File: src/rtl/inst_fetch_pkg.sv
// inst_fetch_pkg: shared FSM encoding, error codes and NOP word for the fetch responder
package inst_fetch_pkg;

  typedef enum logic [1:0] {
    S_IDLE = 2'd0,
    S_BUSY = 2'd1,
    S_RESP = 2'd2
  } state_t;

  localparam logic [1:0]  ERR_OK       = 2'b00;
  localparam logic [1:0]  ERR_MISALIGN = 2'b01;
  localparam logic [1:0]  ERR_RANGE    = 2'b10;
  localparam logic [31:0] NOP_INST     = 32'h0000_0013;

endpackage

File: src/rtl/inst_fetch_responder_hit_reg.sv
// fetch_hit_reg: one-entry last-fetch register (addr/data/valid) with hit compare
//   clk, rst_n        : clock, async active-low reset (only way to clear valid)
//   wr_en/addr/data   : capture port driven when RAM data returns
//   rd_addr           : address under lookup
//   hit, data         : lookup result and stored instruction word
module fetch_hit_reg (
  input  logic        clk,
  input  logic        rst_n,
  input  logic        wr_en,
  input  logic [31:0] wr_addr,
  input  logic [31:0] wr_data,
  input  logic [31:0] rd_addr,
  output logic        hit,
  output logic [31:0] data
);
  logic        valid;
  logic [31:0] addr;
  always_ff @(posedge clk or negedge rst_n) begin
    if (!rst_n) begin
      valid <= 1'b0;
      addr  <= '0;
      data  <= '0;
    end else if (wr_en) begin
      valid <= 1'b1;
      addr  <= wr_addr;
      data  <= wr_data;
    end
  end
  assign hit = valid && addr == rd_addr;
endmodule

File: src/rtl/inst_fetch_responder.sv
// inst_fetch_responder: serves PC fetch requests from a fixed-latency instruction RAM
//   clk, rst_n                      : clock, async active-low reset
//   req_valid/req_addr/req_ready    : fetch request handshake (byte address)
//   flush                           : redirect, drops in-flight or pending response
//   resp_valid/inst/err/ready       : response handshake (err 00 ok, 01 misaligned, 10 range)
//   mem_rd_en/mem_addr/mem_rdata    : backing RAM, data valid MEM_LAT cycles after rd_en
module inst_fetch_responder #(
  parameter int DEPTH_LOG2 = 14,
  parameter int MEM_LAT    = 2
) (
  input  logic                  clk,
  input  logic                  rst_n,
  input  logic                  req_valid,
  input  logic [31:0]           req_addr,
  output logic                  req_ready,
  input  logic                  flush,
  output logic                  resp_valid,
  output logic [31:0]           resp_inst,
  output logic [1:0]            resp_err,
  input  logic                  resp_ready,
  output logic                  mem_rd_en,
  output logic [DEPTH_LOG2-1:0] mem_addr,
  input  logic [31:0]           mem_rdata
);
  import inst_fetch_pkg::*;

  state_t      state;
  logic [2:0]  cnt;
  logic        drop;
  logic        accept;
  logic        misalign;
  logic        range_err;
  logic        ret;
  logic        hit;
  logic [31:0] hit_data;

  assign req_ready = !flush && (state == S_IDLE || (state == S_RESP && resp_ready));
  assign accept    = req_valid && req_ready;
  assign misalign  = req_addr[1:0] != 2'b00;
  assign range_err = req_addr[31:DEPTH_LOG2+2] != '0;
  // the counter holds through the rd_en cycle, so it reaches 1 exactly in the data-return cycle
  assign ret       = state == S_BUSY && !mem_rd_en && cnt == 3'd1;

  // a captured miss was aligned and in range, so its byte address is the word address shifted back
  fetch_hit_reg u_hit (
    .clk     (clk),
    .rst_n   (rst_n),
    .wr_en   (ret),
    .wr_addr (32'({mem_addr, 2'b00})),
    .wr_data (mem_rdata),
    .rd_addr (req_addr),
    .hit     (hit),
    .data    (hit_data)
  );

  always_ff @(posedge clk or negedge rst_n) begin
    if (!rst_n) begin
      state      <= S_IDLE;
      resp_valid <= 1'b0;
      resp_inst  <= '0;
      resp_err   <= ERR_OK;
      mem_rd_en  <= 1'b0;
      mem_addr   <= '0;
      cnt        <= '0;
      drop       <= 1'b0;
    end else begin
      mem_rd_en <= 1'b0;
      if (accept) begin
        if (misalign || range_err) begin
          state      <= S_RESP;
          resp_valid <= 1'b1;
          resp_inst  <= NOP_INST;
          resp_err   <= misalign ? ERR_MISALIGN : ERR_RANGE;
        end else if (hit) begin
          state      <= S_RESP;
          resp_valid <= 1'b1;
          resp_inst  <= hit_data;
          resp_err   <= ERR_OK;
        end else begin
          state      <= S_BUSY;
          resp_valid <= 1'b0;
          mem_rd_en  <= 1'b1;
          mem_addr   <= req_addr[DEPTH_LOG2+1:2];
          cnt        <= 3'(MEM_LAT);
          drop       <= 1'b0;
        end
      end else if (state == S_RESP && (resp_ready || flush)) begin
        state      <= S_IDLE;
        resp_valid <= 1'b0;
      end else if (state == S_BUSY) begin
        if (ret) begin
          drop <= 1'b0;
          if (drop || flush) begin
            state <= S_IDLE;
          end else begin
            state      <= S_RESP;
            resp_valid <= 1'b1;
            resp_inst  <= mem_rdata;
            resp_err   <= ERR_OK;
          end
        end else begin
          if (flush) drop <= 1'b1;
          if (!mem_rd_en) cnt <= cnt - 3'd1;
        end
      end
    end
  end
endmodule

File: config.mk
export PLATFORM = sky130hd
export DESIGN_NAME = inst_fetch_responder
export DESIGN_NICKNAME = d
export VERILOG_FILES = /design/src/rtl/inst_fetch_pkg.sv /design/src/rtl/inst_fetch_responder_hit_reg.sv /design/src/rtl/inst_fetch_responder.sv
export SDC_FILE = /design/constraint.sdc
export NUM_CORES = 1
export LEC_CHECK = 0
export BUFFER_PORTS_ARGS = -buffer_cell sky130_fd_sc_hd__buf_4
export CAP_MARGIN = 30
export CORE_ASPECT_RATIO = 1.1
export CORE_MARGIN = 8
export CORE_UTILIZATION = 57
export CTS_CLUSTER_SIZE = 20
export DETAILED_ROUTE_END_ITERATION = 16
export GPL_TIMING_DRIVEN = 0
export PLACE_DENSITY = 0.85
export SLEW_MARGIN = 20
export SYNTH_ARGS = -nofsm -noshare
export SYNTH_HDL_FRONTEND = slang
export SYNTH_SLANG_ARGS = --single-unit
File: constraint.sdc
create_clock -name clk -period 4.55 [get_ports clk]
set_clock_uncertainty 0.05 [all_clocks]
set_input_delay 0.6825 -clock clk [delete_from_list [all_inputs] [get_ports clk]]
set_output_delay 0.6825 -clock clk [all_outputs]
set_load 0.01 [all_outputs]
# After elaboration in Yosys (flattened, before gate mapping)
# Cells that the tools add are included.
dict set report word_totals {
  elab_cells 99
  regBits 103
  input_bits 69
  out_inout_bits 51
}
dict set report classes {
  n_bitwise 2
  eq_ne 12
  muxes 46
  reduce_logical 27
  n_addsub 1
}
# op count
set op_table {}
lappend op_table {{$mux 32} 7}
lappend op_table {{$eq 16x32->1} 1}
lappend op_table {{$mux 2} 15}
lappend op_table {{$mux 3} 7}
lappend op_table {{$mux 1} 17}
lappend op_table {{$reduce_bool 16->1} 1}
lappend op_table {{$ne 2x2->1 const B} 5}
lappend op_table {{$reduce_and 5->1} 2}
lappend op_table {{$reduce_bool 3->1} 3}
lappend op_table {{$logic_and 1x1->1} 7}
lappend op_table {{$reduce_and 3->1} 2}
lappend op_table {{$reduce_and 6->1} 1}
lappend op_table {{$reduce_bool 2->1} 3}
lappend op_table {{$logic_or 1x1->1} 4}
lappend op_table {{$eq 3x1->1 const B} 1}
lappend op_table {{$ne 3x1->1 const B} 1}
lappend op_table {{$ne 3x3->1 const B} 1}
lappend op_table {{$sub 3x1->3 const B} 1}
lappend op_table {{$eq 2x1->1 const B} 1}
lappend op_table {{$eq 2x2->1 const B} 1}
lappend op_table {{$logic_not 1->1} 2}
lappend op_table {{$logic_not 2->1} 1}
lappend op_table {{$ne 2x1->1 const B} 1}
lappend op_table {{$not 1->1} 2}
lappend op_table {{$reduce_and 2->1} 1}

# Longest topological paths before layout
# Gate-level depths: netlist of run 1.
dict set report depth {
  word_depth 7
  ltp_mapped 8
  mapped_depth_nobuf 6
}

# Cells and area by module
# From an unflattened synthesis of run 1, not the netlist that was laid out.
dict set report hier_totals {
  cells_unflattened 429
  area_unflattened_um2 5586.6
}
# module n_inst area_each_um2 cells_each seq_area_each_um2
set modules_own_cells {}
lappend modules_own_cells {inst_fetch_responder 1 2830.2 248 1401.3}
lappend modules_own_cells {fetch_hit_reg 1 2756.4 181 1626.6}

# Worst setup path after synthesis of run 1
# No wires, ideal clock.
dict set report synth_path {
  path_type {in2reg}
  startpoint {input req_valid}
  endpoint {register resp_inst[10]}
  setup_ps 125
  n_path_buf 3
  setup_slack_ps 1747
  arrival_time_ps 2628
  path_stages 8
  required_ps 4375
  path_cell_list {inv_1 or4_4 buf_6 or4_4 o22a_1 buf_6 buf_12 mux2_4}
}
dict set report synth_via {
  elab_chain_cells 3
  word_cells_on_any_way 8
  cone_classes {eq/ne: 3; mux: 1; reduce/logical: 4}
}
# item line_no
set synth_lines {}
lappend synth_lines {{start, declared} inst_fetch_responder.sv:13} ;# input logic req_valid,
lappend synth_lines {{$logic_and 1x1->1 *} inst_fetch_responder.sv:38} ;# assign accept = req_valid && req_ready;
lappend synth_lines {{$ne 3x1->1 (no line), or another cell as far along} --}
lappend synth_lines {{$reduce_and 5->1 (no line)} --}
lappend synth_lines {{end signal, assigned} inst_fetch_responder.sv:77} ;# resp_inst <= hit_data;
lappend synth_lines {{end signal, assigned} inst_fetch_responder.sv:98} ;# resp_inst <= mem_rdata;
lappend synth_lines {{end, declared} inst_fetch_responder.sv:18} ;# output logic [31:0] resp_inst,
# Mark *: on every way between the ends. The rest lies on a longest branch, timed or not.
# A chain may end at the register's enable or synchronous reset.

# Final worst setup path of run 1
dict set report layout_path {
  startpoint {input req_addr[1]}
  endpoint {register mem_addr[7]}
}
dict set report layout_via {
  elab_chain_cells 4
  word_cells_on_any_way 7
  cone_classes {eq/ne: 1; bitwise: 2; reduce/logical: 4}
}
# item line_no
set layout_lines {}
lappend layout_lines {{start, declared} inst_fetch_responder.sv:14} ;# input logic [31:0] req_addr,
lappend layout_lines {{$eq 16x32->1 or $reduce_bool 2->1 (tied branches)} {inst_fetch_responder_hit_reg.sv:29, inst_fetch_responder.sv:39}}
lappend layout_lines {{$logic_and 1x1->1 or $logic_or 1x1->1 (tied branches)} {inst_fetch_responder_hit_reg.sv:29, inst_fetch_responder.sv:69}}
lappend layout_lines {{$not 1->1 (no line)} --}
lappend layout_lines {{$reduce_and 3->1 (no line) *} --}
lappend layout_lines {{end signal, assigned} inst_fetch_responder.sv:83} ;# mem_addr <= req_addr[DEPTH_LOG2+1:2];
lappend layout_lines {{end, declared} inst_fetch_responder.sv:22} ;# output logic [DEPTH_LOG2-1:0] mem_addr,
# Marks and branches as above.

==> results of run 1 <==
==> per-stage QoR <==
| step | utilization | area (µm²) | setup WS, ns | instances |
|---|---|---|---|---|
| 5_1_grt | 0.745 | 5900 | 1.44 | 571 |
| 4_1_cts | 0.742 | 5870 | 1.57 | 570 |
| 3_5_place_dp | 0.718 | 5680 | 1.27 | 554 |
| 6_report | 0.745 | 5900 | 1.56 | 571 |
| 3_3_place_gp | 0.717 | 5670 | 1.32 | 553 |
| 2_1_floorplan | - | 4640 | 1.75 | 326 |
==> logic make-up (layout without fill, tap and decap cells) <==
family | after synthesis | in the layout | synth area share
DFF | 103 | 103 | 0.555
muxes | 92 | 92 | 0.242
AOI/OAI and AO/OA | 47 | 47 | 0.0803
and+or+nand+nor | 41 | 41 | 0.0574
buffers and inverters | 27 | 164 | 0.0339
xor gates and xnor gates | 14 | 14 | 0.0264
adders and majority gates | 2 | 2 | 0.00539
==> layout by cell type (no fill, tap or decap), types with 6 or more instances in the layout <==
master | Yosys | routed
clkbuf_1 | 12 | 12
buf_4 | 0 | 118
mux2_2 | 59 | 59
xnor2_1 | 7 | 7
inv_1 | 9 | 9
dfrtp_1 | 103 | 103
xor2_1 | 7 | 7
a22o_1 | 29 | 29
mux2_1 | 6 | 6
nor4_1 | 6 | 6
mux2_4 | 24 | 24
clkbuf_8 | 0 | 10
==> worst max path at each step <==
stage,from,to,slack (ns),cells after the start
2_1_floorplan,req_valid,resp_inst[10],1.75,8
5_1_grt,req_addr[1],mem_addr[11],1.44,8
4_1_cts,req_addr[1],mem_addr[7],1.57,8
3_5_place_dp,req_addr[1],mem_addr[11],1.27,8
6_report,req_addr[1],mem_addr[7],1.56,8
3_3_place_gp,req_addr[1],mem_addr[11],1.32,8
==> state kept, by name (all words and copies together), names as in the netlist <==
name	count
state	2
resp_valid	1
cnt	3
drop	1
resp_err	2
mem_rd_en	1
u_hit.data	32
u_hit.addr	14
u_hit.valid	1
mem_addr	14
resp_inst	32
==> critical path: cells and delay by family <==
family | cells | cell delay (ns)
simple gates | 4 | 1.23
buf+inv | 3 | 0.92
mux | 1 | 0.35
==> cell type report <==
| cell class | instances | area [µm²] | area share |
|---|---|---|---|
| flip-flops and latches | 103 | 2580 | 0.437 |
| multi-input cells | 196 | 1910 | 0.324 |
| repair buffers | 121 | 930 | 0.158 |
| clock buffers | 10 | 138 | 0.0233 |
| well taps | 108 | 135 | 0.0229 |
| plain buffers | 18 | 124 | 0.0210 |
| clock inverters | 6 | 51.3 | 0.00870 |
| inverters | 9 | 33.8 | 0.00573 |
==> power by group through the flow <==
stage / clock (µW) / combinational, µW / sequential (µW)
2_1_floorplan: 0 / 565 / 1480
3_3_place_gp: 0 / 1020 / 1420
3_5_place_dp: 0 / 1060 / 1450
4_1_cts: 557 / 1060 / 1430
5_1_grt: 593 / 1140 / 1480
6_report: 546 / 1050 / 1440
==> routing by layer <==
metal	share of wire	routed length (µm)
met5	0	0
met4	0.016	170
met3	0.067	714
met2	0.52	5550
met1	0.40	4230
==> metrics.txt, run 1 <==
area grow syn2layout=27.0%; placer's final routability congestion estimate=0.758; core area=7910 µm²; # H-tree levels=3; Syn Std Cell Area=4640 µm²; Die Width=102 µm; Root Driver=clkbuf_8; reg2reg end=mem_addr[7]; total track usage=0.193; minimum clock period=2.99 ns; Syn. warnings=0; sequential fraction of the synthesis area=0.555; critical path peak fanout=10; final worst path period share=0.657; Synth top area share=0.555; Final Hold Viols=0; Synth async-reset ratio=1.00; CP Cell Sequence=buf_4 > nor3b_1 > nand4_1 > nor4bb_1 > nand2b_1 > clkbuf_1 > buf_2 > mux2_1; number of DRC markers in iteration 0=98; top-count cell post-synth=dfrtp_1; Area contributors post-synth=dfrtp_1 (55%), mux2_2 (14%), mux2_4 (7.8%), a22o_1 (5.5%), mux2_1 (1.5%); first-pass iteration count of the detailed router=4; #FFs+latches synth=103; worst r2r path cells=7; clock sink total=103; Detailed Place HPWL=8.14 mm; Remaining DRCs=0; vias in the first global route=3367; first-pass GRT wire length=17.1 mm; worst skew pair latency=0.36 ns; Post-Syn Area per Cell=14.2 µm²; Required @ worst endpoint=4.75 ns; Slowest-stage cell, CP=nor4bb_1; fraction of layout cells with a size suffix above 1=0.503; via count=3134; ys flop type=dfrtp_1; Distinct cells, synth=37; largest net degree at the start of global routing=104; Internal Power=2110 µW; Ports=120; CTS resizes=0; CTS tree=done; reg2reg start=u_hit.valid; Sw Ratio=0.304; Final Setup Violations=0; final net count=529; R2R Setup Slk=1.66 ns; M1 GR Usage=0.226; Post-CTS Setup Bufs=0; VDD IR max=225 µV; Critical Path Sink Type=register; Die Footprint=11300 µm²; Ant. Diodes=0; Hold Crit Class=input pin to async pin; busiest layer in global routing=met2; met2 usage=0.327; outcome=finished clean; Peak Freq=0.335 GHz; WL/cell=18.7 µm; Total Routed Length=10.7 mm; CP arrival=3.19 ns; clock buffer count from CTS=9; hold_ws=0.189 ns; Cells after Synth=326; Port Buffers=119; top cells by count, synth=dfrtp_1 (103), mux2_2 (59), a22o_1 (29), mux2_4 (24), clkbuf_1 (12); Setup TNS Final=0 ns; RSZ-0062 raised after global routing=no; number of vias per cell=5.49; Reg clk slew, reported paths=0.10 ns; Initial Util=0.587; antenna viol nets, final=0; total net switching power=922 µW; Die H=111 µm; count of final max-slew check failures=0; CTS Hold Bufs=0; Max Cap Viol=0; global route overflow=0; PwrDens=514 nW/µm²; Worst setup SP type=input pin; Crit path largest cell delay=0.53 ns; Comb pwr share=0.347; Slew HR=0.594; EDFF count, synth=0; leak pwr=0.00286 µW; clock power share=0.180; Synth area leader=dfrtp_1; Post-Syn Nets=397; met3 Track Usage GR=0.0496; worst-margin pin slew=0.604 ns; Final Total Pwr=3030 µW; initial antenna violation count=0; # fillers=557; row count=34; Max clock buf depth=2; sequential share of power=0.473; critical path class=input pin to register
Power figures use the tool's default switching activity.
==> run 2, diff against run 1 <==
--- a/config.mk
+++ b/config.mk
@@ -9,11 +9,11 @@
 export CAP_MARGIN = 30
 export CORE_ASPECT_RATIO = 1.1
 export CORE_MARGIN = 8
-export CORE_UTILIZATION = 57
+export CORE_UTILIZATION = 53
 export CTS_CLUSTER_SIZE = 20
 export DETAILED_ROUTE_END_ITERATION = 16
 export GPL_TIMING_DRIVEN = 0
-export PLACE_DENSITY = 0.85
+export PLACE_DENSITY = 0.8
 export SLEW_MARGIN = 20
 export SYNTH_ARGS = -nofsm -noshare
 export SYNTH_HDL_FRONTEND = slang
==> constraint.sdc (replaced) <==
create_clock -name clk -period 2.9 [get_ports clk]
set_clock_uncertainty 0.05 [all_clocks]
set_input_delay 0.435 -clock clk [delete_from_list [all_inputs] [get_ports clk]]
set_output_delay 0.435 -clock clk [all_outputs]
set_load 0.01 [all_outputs]
==> run 2 against run 1 <==
Register-to-register slack got worse by 1.5 ns. Combinational power up 57%. Count of clock-buffer cells in the layout grew 2. Critical path depth fell by 2. Hold slack gained 0.071 ns. Global-route usage down 1.9 points. Sequential share of layout area decreased by 0.49 points. Non-clock buffer count unchanged. Die area up 6.4%. Final area increased by 1.1%. Cell count grew 1.1%. Utilization is 5.9 points lower. Highest routed layer unchanged.
==> metrics.txt, run 2 (synthesis results as in run 1) <==
Final Util=0.686 (-0.0593); outcome=finished clean; clock buffer count from CTS=9 (unchanged); biggest regs=resp_inst (32), u_hit.data (32); Total Routed Length=10.4 mm (-2.6%); RSZ-0062 raised after global routing=no; first-pass iteration count of the detailed router=4 (unchanged); Die Width=105 µm (+3.1%); Root Driver=clkbuf_8; # H-tree levels=3 (unchanged); Ports=120 (unchanged); final worst path period share=0.934; row count=36 (+5.9%); Die H=114 µm (+3.2%); global route overflow=0 (unchanged); clock sink total=103 (unchanged); most common cell after layout, fill and taps aside=buf_4; hold_ws=0.260 ns (+0.0713 ns); Critical Path Sink Type=register; Required @ worst endpoint=3.08 ns (-1.67 ns); most frequent cells in the layout=buf_4 (118), dfrtp_1 (103), mux2_2 (59); area grow syn2layout=28.4%; via count=3108 (-0.83%); Peak Freq=0.369 GHz; PwrDens=822 nW/µm² (+60%); leak pwr=0.00288 µW (+0.85%); total track usage=0.174 (-0.0189); Slew HR=0.605 (+0.0113); largest net degree at the start of global routing=104 (unchanged); WL/cell=18.0 µm (-3.6%); CP arrival=2.89 ns (-0.30 ns); Reg clk slew, reported paths=0.10 ns (about the same); Ant. Diodes=0 (unchanged); fraction of layout cells with a size suffix above 1=0.501 (-0.00216); placer's final routability congestion estimate=0.801 (+5.6%); first-pass GRT wire length=16.8 mm (-2.0%); worst-margin pin slew=0.592 ns (-0.0114 ns); R2R Setup Slk=0.19 ns (-1.47 ns); Max Cap Viol=0 (unchanged); count of final max-slew check failures=0 (unchanged); core area=8690 µm² (+9.9%); worst skew pair latency=0.35 ns (about the same); Final Setup Violations=0 (unchanged); VDD IR max=295 µV (+32%); Hold Crit Class=input pin to register; Port Buffers=119 (unchanged); Max clock buf depth=2 (unchanged); Die Footprint=12000 µm² (+6.4%); CTS tree=done; critical path peak fanout=10 (unchanged); Final Hold Viols=0 (unchanged); critical path class=register to register; Final Total Pwr=4900 µW (+62%); Detailed Place HPWL=7.80 mm (-4.3%); final net count=529 (unchanged); antenna viol nets, final=0 (unchanged); vias in the first global route=3401 (+1.0%); Worst setup SP type=register; # fillers=648 (+16%); Initial Util=0.534 (-0.0527); minimum clock period=2.71 ns; initial antenna violation count=0 (unchanged); number of vias per cell=5.39 (-1.9%); number of DRC markers in iteration 0=118 (+20%); Remaining DRCs=0 (unchanged)
==> run 2: timing repair <==
action | 4_1_cts | 5_1_grt
setup endpoints to repair | 0 | 8
buffers inserted | 0 | 0
hold buffers | 0 | 1
resized for setup | 0 | 1
hold endpoints to repair | 0 | 43
==> run 2: critical path, cell delays in order, from the launching register on <==
cell and delay (ns):
dfrtp_1 0.48, or4_4 0.55, buf_6 0.16, nor4_4 0.35
nand2b_1 0.36, buf_2 0.32, mux2_1 0.33
==> run 2: area by class of cell <==
cell class	count	area, µm²	area share
inverters	9	33.8	0.00566
repair buffers	122	940	0.158
well taps	114	143	0.0239
clock buffers	12	155	0.0260
clock inverters	4	77.6	0.0130
flip-flops and latches	103	2580	0.432
multi-input cells	196	1920	0.322
plain buffers	17	120	0.0201
==> run 2: metrics by stage <==
| stage | cells | setup slack, ns | TNS, ns | instance area, µm² |
|---|---|---|---|---|
| finish | 577 | 0.191 | 0 | 5960 |
| global route | 577 | 0.0223 | 0 | 5960 |
| CTS | 576 | 0.0726 | 0 | 5920 |
| detailed placement | 560 | -0.0814 | -0.452 | 5690 |
| global placement | 559 | -0.0432 | -0.247 | 5680 |
| floorplan | 326 | 0.345 | 0 | 4640 |
==> run 2: final timing paths <==
kind,startpoint,end,cells past startpoint
min reg2reg,u_hit.valid,u_hit.valid,1
min,req_addr[9],mem_addr[7],2
max reg2reg,state[0],mem_addr[10],6
max in group asynchronous,rst_n,mem_addr[0],3
max,state[0],mem_addr[10],6
min in group asynchronous,rst_n,resp_inst[9],2
==> run 2: per-layer routing <==
layer / share of wire / GRT usage
met5: 0 / 0
met4: 0.018 / 0.0686
met3: 0.051 / 0.0450
met2: 0.53 / 0.310
met1: 0.40 / 0.193
==> run 2: power breakdown <==
group / switching (µW) / leakage, µW / total, µW / internal, µW
Combinational: 638 / 0.00148 / 1650 / 1010
Sequential: 290 / 0.00128 / 2240 / 1950
Clock: 475 / 0.000117 / 1010 / 538
Total: 1400 / 0.00288 / 4900 / 3500
==> run 3, diff against run 2 <==
--- a/config.mk
+++ b/config.mk
@@ -7,13 +7,14 @@
 export LEC_CHECK = 0
 export BUFFER_PORTS_ARGS = -buffer_cell sky130_fd_sc_hd__buf_4
 export CAP_MARGIN = 30
-export CORE_ASPECT_RATIO = 1.1
+export CORE_ASPECT_RATIO = 2
 export CORE_MARGIN = 8
-export CORE_UTILIZATION = 53
+export CORE_UTILIZATION = 55
+export CTS_BUF_LIST = sky130_fd_sc_hd__clkbuf_8
 export CTS_CLUSTER_SIZE = 20
 export DETAILED_ROUTE_END_ITERATION = 16
 export GPL_TIMING_DRIVEN = 0
-export PLACE_DENSITY = 0.8
+export PLACE_DENSITY = 0.83
 export SLEW_MARGIN = 20
 export SYNTH_ARGS = -nofsm -noshare
 export SYNTH_HDL_FRONTEND = slang
==> run 3 against run 2 <==
Fmax shrank 0.55%. Sequential power about the same. Register-to-register slack hardly changed. Critical path type unchanged. Highest routed layer unchanged.
==> metrics.txt, run 3 (synthesis results as in run 1) <==
Root Driver=clkbuf_8; total net switching power=1450 µW (+3.1%); critical path peak fanout=10 (unchanged); number of cells after detailed placement=543 (-3.0%); clock buffer count from CTS=9 (unchanged); Slowest-stage cell, CP=clkbuf_1; first-pass GRT wire length=17.7 mm (+5.6%); worst slack, placed=-0.0794 ns (+0.00196 ns); minimum clock period=2.72 ns (+0.0150 ns); count of final max-slew check failures=0 (unchanged); PwrDens=821 nW/µm² (-0.14%); Worst setup SP type=register; biggest regs=resp_inst (32), u_hit.data (32); Ant. Diodes=0 (unchanged); number of vias per cell=5.70 (+5.7%); Sw Ratio=0.298 (+0.0117); largest net degree at the start of global routing=104 (unchanged); VDD IR max=434 µV (+47%); WL/cell=20.0 µm (+11%); CP Buf/Inv Count=2 (unchanged); final net count=529 (unchanged); CP arrival=2.89 ns (about the same); outcome=finished clean; clock power share=0.189 (-0.018); Die Width=81.0 µm (-23%); Required @ worst endpoint=3.07 ns (about the same); Slew HR=0.578 (-0.0269); Max clock buf depth=2 (unchanged); most frequent cells in the layout=buf_4 (118), dfrtp_1 (103), mux2_2 (59); Hold Crit Class=input pin to register; CP Cell Sequence=nor2b_4 > or4_4 > buf_6 > nor4_2 > clkbuf_1 > o31a_1 > o21ai_0; Final Setup Violations=0 (unchanged); fraction of layout cells with a size suffix above 1=0.503 (+0.00216); initial antenna violation count=0 (unchanged); final worst path period share=0.939 (+0.00517); Crit path largest cell delay=0.50 ns (-0.05 ns); # H-tree levels=3 (unchanged); vias in the first global route=3523 (+3.6%); Total Routed Length=11.2 mm (+8.2%); most common cell after layout, fill and taps aside=buf_4; sequential share of power=0.465 (+0.009); worst-margin pin slew=0.633 ns (+0.0404 ns); crit-path leading delay family=simple AND/OR/NAND/NOR gates; Ports=120 (unchanged); placer's final routability congestion estimate=0.815 (+1.7%); Initial Util=0.564 (+0.0299); Remaining DRCs=0 (unchanged); Die Footprint=11800 µm² (-1.7%); core area=8230 µm² (-5.3%); worst skew pair latency=0.36 ns (about the same); Final Util=0.718 (+0.0323); leak pwr=0.00286 µW (-0.61%); Max Cap Viol=0 (unchanged); Detailed Place HPWL=8.50 mm (+9.1%); Internal Power=3410 µW (-2.6%); critical path class=register to register; clock sink total=103 (unchanged); Final Hold Viols=0 (unchanged); Die H=146 µm (+28%); Reg clk slew, reported paths=0.09 ns (about the same); CTS tree=done; global route overflow=0 (unchanged); number of DRC markers in iteration 0=194 (+64%); total track usage=0.194 (+0.0199); first-pass iteration count of the detailed router=7 (+3); Setup WS post-layout=0.176 ns (-0.0150 ns); RSZ-0062 raised after global routing=no; row count=47 (+31%); Layout Cells excl Fill=561 (-2.8%); Post-CTS Setup Bufs=0 (unchanged); hold_ws=0.246 ns (-0.0137 ns); Comb pwr share=0.346 (+0.009); area grow syn2layout=27.3%; Port Buffers=119 (unchanged); via count=3195 (+2.8%); Critical Path Sink Type=register; antenna viol nets, final=0 (unchanged); Peak Freq=0.367 GHz (-0.55%)
==> run 3: cell count changes in the layout (fill, tap and decap cells not counted), sizes merged <==
cell and delta:
clkinvlp +2, buf -1, bufinv -1, clkinv -1
inv +1
==> run 3: layer usage <==
layer  wire (µm)  vias up  track usage
met3         537       21       0.0421
li1            -     1460            -
met2        6550       92        0.355
met1        3830     1622        0.192
met5           0        -            0
met4         327        0       0.0955
==> run 3: path summary, 6_finish.rpt <==
check | start | end | slack [ns] | cells past startpoint
min in group asynchronous | rst_n | u_hit.data[30] | 0.47 | 2
setup / recovery | state[1] | resp_valid | 0.18 | 7
hold reg to reg | u_hit.valid | u_hit.valid | 0.42 | 1
max in group asynchronous | rst_n | resp_inst[18] | 1.66 | 3
setup reg to reg | state[1] | resp_valid | 0.18 | 7
hold / removal | req_addr[11] | mem_addr[9] | 0.25 | 2
==> run 3: what timing repair did <==
| action | 4_1_cts | 5_1_grt |
|---|---|---|
| gates resized for setup | 0 | 1 |
| hold endpoints to repair | 0 | 35 |
| hold buffers | 0 | 1 |
| setup endpoints to repair | 0 | 7 |
==> run 3: area by class of cell <==
cell class,instances,area [µm²]
Sequential cell,103,2580
Fill cell,598,2320
Multi-Input combinational cell,196,1910
Timing Repair Buffer,122,940
Clock buffer,11,151
Tap cell,98,123
Buffer,17,120
Clock inverter,5,57.6
Inverter,9,33.8
==> run 3: metrics by stage <==
step / total power [µW] / instance area, µm² / setup TNS [ns]
floorplan: 3210 / 4640 / 0
global placement: 3860 / 5660 / -0.447
detailed placement: 3970 / 5660 / -0.423
CTS: 4890 / 5870 / 0
global route: 5110 / 5910 / 0
finish: 4850 / 5910 / 0
==> run 3: power groups by stage <==
stage	clock (µW)	sequential, µW	combinational [µW]
floorplan	0	2320	886
global placement	0	2250	1610
detailed placement	0	2280	1680
CTS	940	2260	1690
global route	991	2320	1800
finish	919	2260	1680
